### config.mk
export PLATFORM = sky130hd
export DESIGN_NAME = program_loader_flat
export DESIGN_NICKNAME = d
export VERILOG_FILES = /design/src/rtl/program_loader_pkg.sv /design/src/rtl/program_loader_if.sv /design/src/rtl/program_loader_strobe_edge_detect.sv /design/src/rtl/program_loader.sv /design/src/flat_wrapper.sv
export SDC_FILE = /design/constraint.sdc
export NUM_CORES = 1
export LEC_CHECK = 0
export BUFFER_PORTS_ARGS = -buffer_cell sky130_fd_sc_hd__buf_2
export CORE_UTILIZATION = 40
export CTS_BUF_LIST = sky130_fd_sc_hd__clkbuf_2 sky130_fd_sc_hd__clkbuf_4 sky130_fd_sc_hd__clkbuf_8
export DETAILED_ROUTE_END_ITERATION = 7
export HOLD_SLACK_MARGIN = 0.05
export PLACE_DENSITY = 0.73
export SLEW_MARGIN = 20
export SYNTH_ARGS = -nofsm -noshare
export SYNTH_HDL_FRONTEND = slang
export SYNTH_SLANG_ARGS = --single-unit
### constraint.sdc
create_clock -name clk -period 1.93 [get_ports clk]
set_input_delay 0 -clock clk [delete_from_list [all_inputs] [get_ports clk]]
set_output_delay 0 -clock clk [all_outputs]
set_load 0.005 [all_outputs]
### src/rtl/program_loader_pkg.sv
`default_nettype none
// ============================================================================
// Module      : program_loader_pkg
// Description : Shared definitions for the boot loader, the program RAM and
//               the MAR: RAM geometry defaults and loader state encodings.
// Revision    : 1.0 - initial release
// ============================================================================
package program_loader_pkg;

    localparam int c_ram_bytes = 16;
    localparam int c_addr_w    = 4;

    typedef enum logic [2:0] {
        ST_IDLE  = 3'd0,
        ST_LOAD  = 3'd1,
        ST_CHECK = 3'd2,
        ST_RUN   = 3'd3,
        ST_ERROR = 3'd4
    } state_t;

endpackage
`default_nettype wire

### src/rtl/program_loader_if.sv
`default_nettype none
// ============================================================================
// Module      : program_loader_if
// Description : Host pin / RAM write / CPU control bundle of the boot loader.
//               master = host and RAM side, slave = loader.
// Revision    : 1.0 - initial release
// ============================================================================
interface program_loader_if
    import program_loader_pkg::*;
#(
    parameter int ADDR_W = c_addr_w
) ();

    logic              load_req;
    logic [7:0]        byte_in;
    logic              byte_strobe;
    logic              byte_ready;
    logic [ADDR_W-1:0] ram_addr;
    logic [7:0]        ram_data;
    logic              ram_we;
    logic              cpu_run;
    logic              load_err;
    logic [ADDR_W:0]   byte_count;

    modport master (
        output load_req, byte_in, byte_strobe,
        input  byte_ready, ram_addr, ram_data, ram_we, cpu_run, load_err, byte_count
    );

    modport slave (
        input  load_req, byte_in, byte_strobe,
        output byte_ready, ram_addr, ram_data, ram_we, cpu_run, load_err, byte_count
    );

endinterface
`default_nettype wire

### src/rtl/program_loader_strobe_edge_detect.sv
`default_nettype none
// ============================================================================
// Module      : strobe_edge_detect
// Description : Rising-edge detector for the host byte strobe. The pulse is
//               high during the first cycle the strobe is sampled high after
//               a low sample; a held strobe yields a single pulse.
// Revision    : 1.0 - initial release
// ============================================================================
module strobe_edge_detect (
    input  logic clk,
    input  logic rst,
    input  logic strobe,
    output logic rise
);

    logic r_prev;

    // Remember the previous strobe sample.
    always_ff @(posedge clk) begin
        if (rst) begin
            r_prev <= 1'b0;
        end else begin
            r_prev <= strobe;
        end
    end

    assign rise = strobe & ~r_prev;

endmodule
`default_nettype wire

### src/rtl/program_loader.sv
`default_nettype none
// ============================================================================
// Module      : program_loader
// Description : Boot-time loader. Writes RAM_BYTES strobed program bytes into
//               program RAM, holds the CPU in reset until the image is
//               complete, then releases it. Build option LOADER_CHECKSUM_EN
//               adds a trailing checksum byte that must make the 8-bit sum of
//               the image zero before the CPU is released.
// Revision    : 1.0 - initial release
// ============================================================================
module program_loader
    import program_loader_pkg::*;
#(
    parameter int RAM_BYTES = c_ram_bytes,
    parameter int ADDR_W    = c_addr_w
) (
    input  logic             clk,
    input  logic             rst,
    program_loader_if.slave  bus
);

    localparam logic [ADDR_W:0] c_last_idx = (ADDR_W+1)'(RAM_BYTES - 1);
    localparam logic [ADDR_W:0] c_one      = (ADDR_W+1)'(1);

    state_t            r_state;
    logic [ADDR_W-1:0] r_addr;
    logic [7:0]        r_data;
    logic              r_we;
    logic              r_run;
    logic              r_ready;
    logic [ADDR_W:0]   r_count;
    logic              w_rise;

`ifdef LOADER_CHECKSUM_EN
    logic [7:0]        r_sum;
    logic              r_err;
    logic [7:0]        w_sum_next;

    assign w_sum_next = r_sum + bus.byte_in;
`endif

    strobe_edge_detect u_edge (
        .clk    (clk),
        .rst    (rst),
        .strobe (bus.byte_strobe),
        .rise   (w_rise)
    );

    // Loader FSM with address counter, checksum and registered outputs.
    always_ff @(posedge clk) begin
        if (rst) begin
            r_state <= ST_IDLE;
            r_addr  <= '0;
            r_data  <= '0;
            r_we    <= 1'b0;
            r_run   <= 1'b0;
            r_ready <= 1'b0;
            r_count <= '0;
`ifdef LOADER_CHECKSUM_EN
            r_sum   <= '0;
            r_err   <= 1'b0;
`endif
        end else begin
            r_we <= 1'b0;
            if (bus.load_req) begin
                // Restart wins over any strobe edge in the same cycle.
                r_state <= ST_LOAD;
                r_addr  <= '0;
                r_count <= '0;
                r_run   <= 1'b0;
                r_ready <= 1'b1;
`ifdef LOADER_CHECKSUM_EN
                r_sum   <= '0;
                r_err   <= 1'b0;
`endif
            end else begin
                case (r_state)
                    ST_IDLE: begin
                        r_state <= ST_IDLE;
                    end
                    ST_LOAD: begin
                        if (w_rise) begin
                            r_we    <= 1'b1;
                            r_data  <= bus.byte_in;
                            r_addr  <= r_count[ADDR_W-1:0];
                            r_count <= r_count + c_one;
`ifdef LOADER_CHECKSUM_EN
                            r_sum   <= w_sum_next;
                            if (r_count == c_last_idx) begin
                                r_state <= ST_CHECK;
                            end
`else
                            if (r_count == c_last_idx) begin
                                r_state <= ST_RUN;
                                r_run   <= 1'b1;
                                r_ready <= 1'b0;
                            end
`endif
                        end
                    end
`ifdef LOADER_CHECKSUM_EN
                    ST_CHECK: begin
                        // The checksum byte is compared only, never written.
                        if (w_rise) begin
                            r_ready <= 1'b0;
                            if (w_sum_next == 8'd0) begin
                                r_state <= ST_RUN;
                                r_run   <= 1'b1;
                            end else begin
                                r_state <= ST_ERROR;
                                r_err   <= 1'b1;
                            end
                        end
                    end
                    ST_ERROR: begin
                        r_state <= ST_ERROR;
                    end
`endif
                    ST_RUN: begin
                        r_state <= ST_RUN;
                    end
                    default: begin
                        r_state <= ST_IDLE;
                        r_run   <= 1'b0;
                        r_ready <= 1'b0;
                    end
                endcase
            end
        end
    end

    assign bus.ram_addr   = r_addr;
    assign bus.ram_data   = r_data;
    assign bus.ram_we     = r_we;
    assign bus.cpu_run    = r_run;
    assign bus.byte_ready = r_ready;
    assign bus.byte_count = r_count;
`ifdef LOADER_CHECKSUM_EN
    assign bus.load_err   = r_err;
`else
    assign bus.load_err   = 1'b0;
`endif

endmodule
`default_nettype wire

### src/flat_wrapper.sv
// flat-port wrapper written by rule: the top's interface ports become plain ports
module program_loader_flat import program_loader_pkg::*;
#(
    parameter int RAM_BYTES = c_ram_bytes,
    parameter int ADDR_W    = c_addr_w
)
  (clk, rst, bus_load_req, bus_byte_in, bus_byte_strobe, bus_byte_ready, bus_ram_addr, bus_ram_data, bus_ram_we, bus_cpu_run, bus_load_err, bus_byte_count);
  program_loader_if #(.ADDR_W(ADDR_W)) bus_i ();
  input  logic clk;
  input  logic rst;
  input wire logic [$bits(bus_i.load_req)-1:0] bus_load_req;
  input wire logic [$bits(bus_i.byte_in)-1:0] bus_byte_in;
  input wire logic [$bits(bus_i.byte_strobe)-1:0] bus_byte_strobe;
  output wire logic [$bits(bus_i.byte_ready)-1:0] bus_byte_ready;
  output wire logic [$bits(bus_i.ram_addr)-1:0] bus_ram_addr;
  output wire logic [$bits(bus_i.ram_data)-1:0] bus_ram_data;
  output wire logic [$bits(bus_i.ram_we)-1:0] bus_ram_we;
  output wire logic [$bits(bus_i.cpu_run)-1:0] bus_cpu_run;
  output wire logic [$bits(bus_i.load_err)-1:0] bus_load_err;
  output wire logic [$bits(bus_i.byte_count)-1:0] bus_byte_count;
  assign bus_i.load_req = bus_load_req;
  assign bus_i.byte_in = bus_byte_in;
  assign bus_i.byte_strobe = bus_byte_strobe;
  assign bus_byte_ready = bus_i.byte_ready;
  assign bus_ram_addr = bus_i.ram_addr;
  assign bus_ram_data = bus_i.ram_data;
  assign bus_ram_we = bus_i.ram_we;
  assign bus_cpu_run = bus_i.cpu_run;
  assign bus_load_err = bus_i.load_err;
  assign bus_byte_count = bus_i.byte_count;
  program_loader #(.RAM_BYTES(RAM_BYTES), .ADDR_W(ADDR_W)) u_core (.clk(clk), .rst(rst), .bus(bus_i));
endmodule
==> results.sh <==
export IMPL_layout_worst_path_cycle_share=0.918
export IMPL_ios=33
export IMPL_ys_seq_area_frac=0.486
export IMPL_routed_wl_mm=1.97
export IMPL_design_area_sq_mm=0.00126
export IMPL_ant_nets=0
export IMPL_wire_per_inst_um=11.2
export IMPL_die_h_um=50.7
export IMPL_max_vdd_ir_drop_mv=0.467
export IMPL_fmax_mhz=565
export IMPL_antenna_found_initial=0
export IMPL_maxCapViolCount=0
export IMPL_required_ns=2.14
export IMPL_hold_class="in2reg"
export IMPL_grt_pass1_vias=820
export IMPL_drv_slew=0
export IMPL_clk_insertion_delay_late_ns=0.31
export IMPL_cts_root_buf="clkbuf_4"
export IMPL_final_setup_tns_ns=0
export IMPL_grt_pass1_wl_mm=3.53
export IMPL_fp_dieArea_sq_mm=0.00257
export IMPL_synth_warnings=0
export IMPL_end_kind="register"
export IMPL_status="completed"
export IMPL_gp_congestion=0.763
export IMPL_rsz0062_at_grt="false"
export IMPL_startpoint_type="register"
export IMPL_skew_ns=0.00255
export IMPL_fin_nets=165
export IMPL_fin_crit_ns=1.77
export IMPL_hold_ws_ns=0.0639
export IMPL_final_cells=176
export IMPL_cts_setup_buffers=0
export IMPL_syn_instance_count=108
export IMPL_grt_max_degree=19
export IMPL_syn_nets=124
export IMPL_start_util=0.428
export IMPL_clockBufferDepth=2
export IMPL_ys_types=26
export IMPL_drtIter0Drc=9
export IMPL_crit_type="reg2reg"
export IMPL_holdPathStages=3
export IMPL_synth_avg_cell_area_sq_um=8.77
export IMPL_htreeDepth=1
export IMPL_dr_pass1_iters=3
export IMPL_ys_seq_elements=23
export IMPL_fillers=201
export IMPL_setup_violations=0
export IMPL_layout_drive_gt1_share=0.277
export IMPL_via_per_inst=4.96
export IMPL_num_rows=17
export IMPL_track_usage=0.183
export IMPL_regToRegSetupSlack_ns=0.16
export IMPL_cts_buffers=3
export IMPL_crit_fanout=18
export IMPL_post_place_cells=159
export IMPL_dpl_cell_area_sq_mm=0.00109
export IMPL_hold_viol=0
export IMPL_clk_pin_slew_ns=0.12
export IMPL_reg2regPathDepth=5
export IMPL_netlist_area_sq_um=947
export IMPL_gr_total_overflow=0
export IMPL_via_count=873
export IMPL_die_x_um=50.7
export IMPL_antenna_cells=0
export IMPL_drc=0
export IMPL_coreArea_sq_mm=0.00221
export IMPL_synthToLayoutAreaGrowth_pct=33.6
export IMPL_cts_sinks=23
export IMPL_port_buffers=31
export IMPL_arrival_ns=1.98
export IMPL_hpwl_mm=1.31
export IMPL_final_util=0.572
export IMPL_p_per_area_mw_per_mm2=657
export IMPL_leakage_nw=0.557
export IMPL_cts_tree="done"
## where the power goes
part / switching (W) / leakage (nW) / internal, W
Sequential: 0.00000822 / 0.187 / 0.000487
Combinational: 0.0000481 / 0.352 / 0.0000532
Clock: 0.000140 / 0.0184 / 0.0000948
Total: 0.000197 / 0.557 / 0.000635
## cells in the mapped netlist (all sizes together)
cell,instances,share of area
dfxtp,23,0.49
nand2,19,0.075
a21oi,16,0.085
o21ai,10,0.053
nor2,7,0.028
buf,6,0.044
ha,4,0.053
inv,3,0.012
a211oi,2,0.016
clkbuf,2,0.0079
nand3b,2,0.029
o221a,2,0.024
or3,2,0.013
a311oi,1,0.0092
and3,1,0.0066
and3b,1,0.0092
and4bb,1,0.013
conb,1,0.0040
nand3,1,0.0053
nor2b,1,0.0066
nor3,1,0.0053
or2,1,0.0066
xnor2,1,0.0092
## worst paths after layout
kind                               start                endpoint
hold reg to reg   u_core.bus.ram_addr[0]  u_core.bus.ram_addr[0]
setup / recovery       u_core.r_state[0]  u_core.bus.ram_data[1]
setup reg to reg       u_core.r_state[0]  u_core.bus.ram_data[1]
hold / removal              bus_load_req   u_core.bus.byte_ready
## worst max-delay path, stage by stage, from the launching register on
cell           delay (ns)
dfxtp_1              0.43
ha_4                 0.22
nand3b_4             0.19
o21ai_0              0.20
a21oi_1              0.08
dlygate4sd3_1        0.56
## logic make-up (layout without fill, tap and decap cells)
group | Yosys count | after routing | synth area share
AOI/OAI and AO/OA | 31 | 31 | 0.186
xor gates and xnor gates | 1 | 1 | 0.00925
adders and majority gates | 4 | 4 | 0.0528
buffers and inverters | 11 | 51 | 0.0634
DFF | 23 | 23 | 0.486
other | 1 | 1 | 0.00396
and+or+nand+nor | 37 | 37 | 0.198
## flip-flops by register name, indices dropped and copies added, names as in the netlist
| register | flops |
|---|---|
| u_core.bus.byte_count | 5 |
| u_core.bus.byte_ready | 1 |
| u_core.bus.cpu_run | 1 |
| u_core.bus.ram_addr | 4 |
| u_core.bus.ram_data | 8 |
| u_core.bus.ram_we | 1 |
| u_core.r_state | 2 |
| u_core.u_edge.r_prev | 1 |
## area by class of cell
| cell class | count | area [sq um] | area share |
|---|---|---|---|
| Clock buffer | 4 | 30.0 | 0.0237 |
| Inverter | 3 | 11.3 | 0.00890 |
| Multi-Input combinational cell | 74 | 443 | 0.350 |
| Sequential cell | 23 | 460 | 0.364 |
| Tap cell | 28 | 35.0 | 0.0277 |
| Timing Repair Buffer | 44 | 285 | 0.226 |
## metal layers
layer | share of wire | wire length (um) | GRT usage
met2 | 0.51 | 1010 | 0.324
met1 | 0.44 | 861 | 0.211
met5 | 0 | 0 | 0
met4 | 0.012 | 23 | 0.0694
met3 | 0.035 | 69 | 0.0394
## cell usage in the layout, fill, tap and decap left out, types with 2 or more instances in the layout
| cell type | n |
|---|---|
| ha_1 | 3 |
| nand2_1 | 19 |
| inv_1 | 3 |
| o21ai_0 | 10 |
| nor2_1 | 7 |
| a21oi_1 | 16 |
| a211oi_1 | 2 |
| clkbuf_4 | 4 |
| dlygate4sd3_1 | 13 |
| o221a_2 | 2 |
| or3_1 | 2 |
| dfxtp_1 | 23 |
| buf_2 | 31 |
## per-stage QoR
step	total power, W	setup WS, ns
global route	0.000868	0.0850
floorplan	0.000558	0.519
finish	0.000832	0.159
global placement	0.000579	0.431
CTS	0.000830	0.0142
detailed placement	0.000581	0.419
## timing repair
action | in CTS | in global routing
hold endpoints to repair | 11 | 0
endpoints found under the setup margin | 0 | 2
hold buffers | 13 | 0
gates resized for setup | 0 | 3
Note: power is estimated with default switching activity, not from simulation.
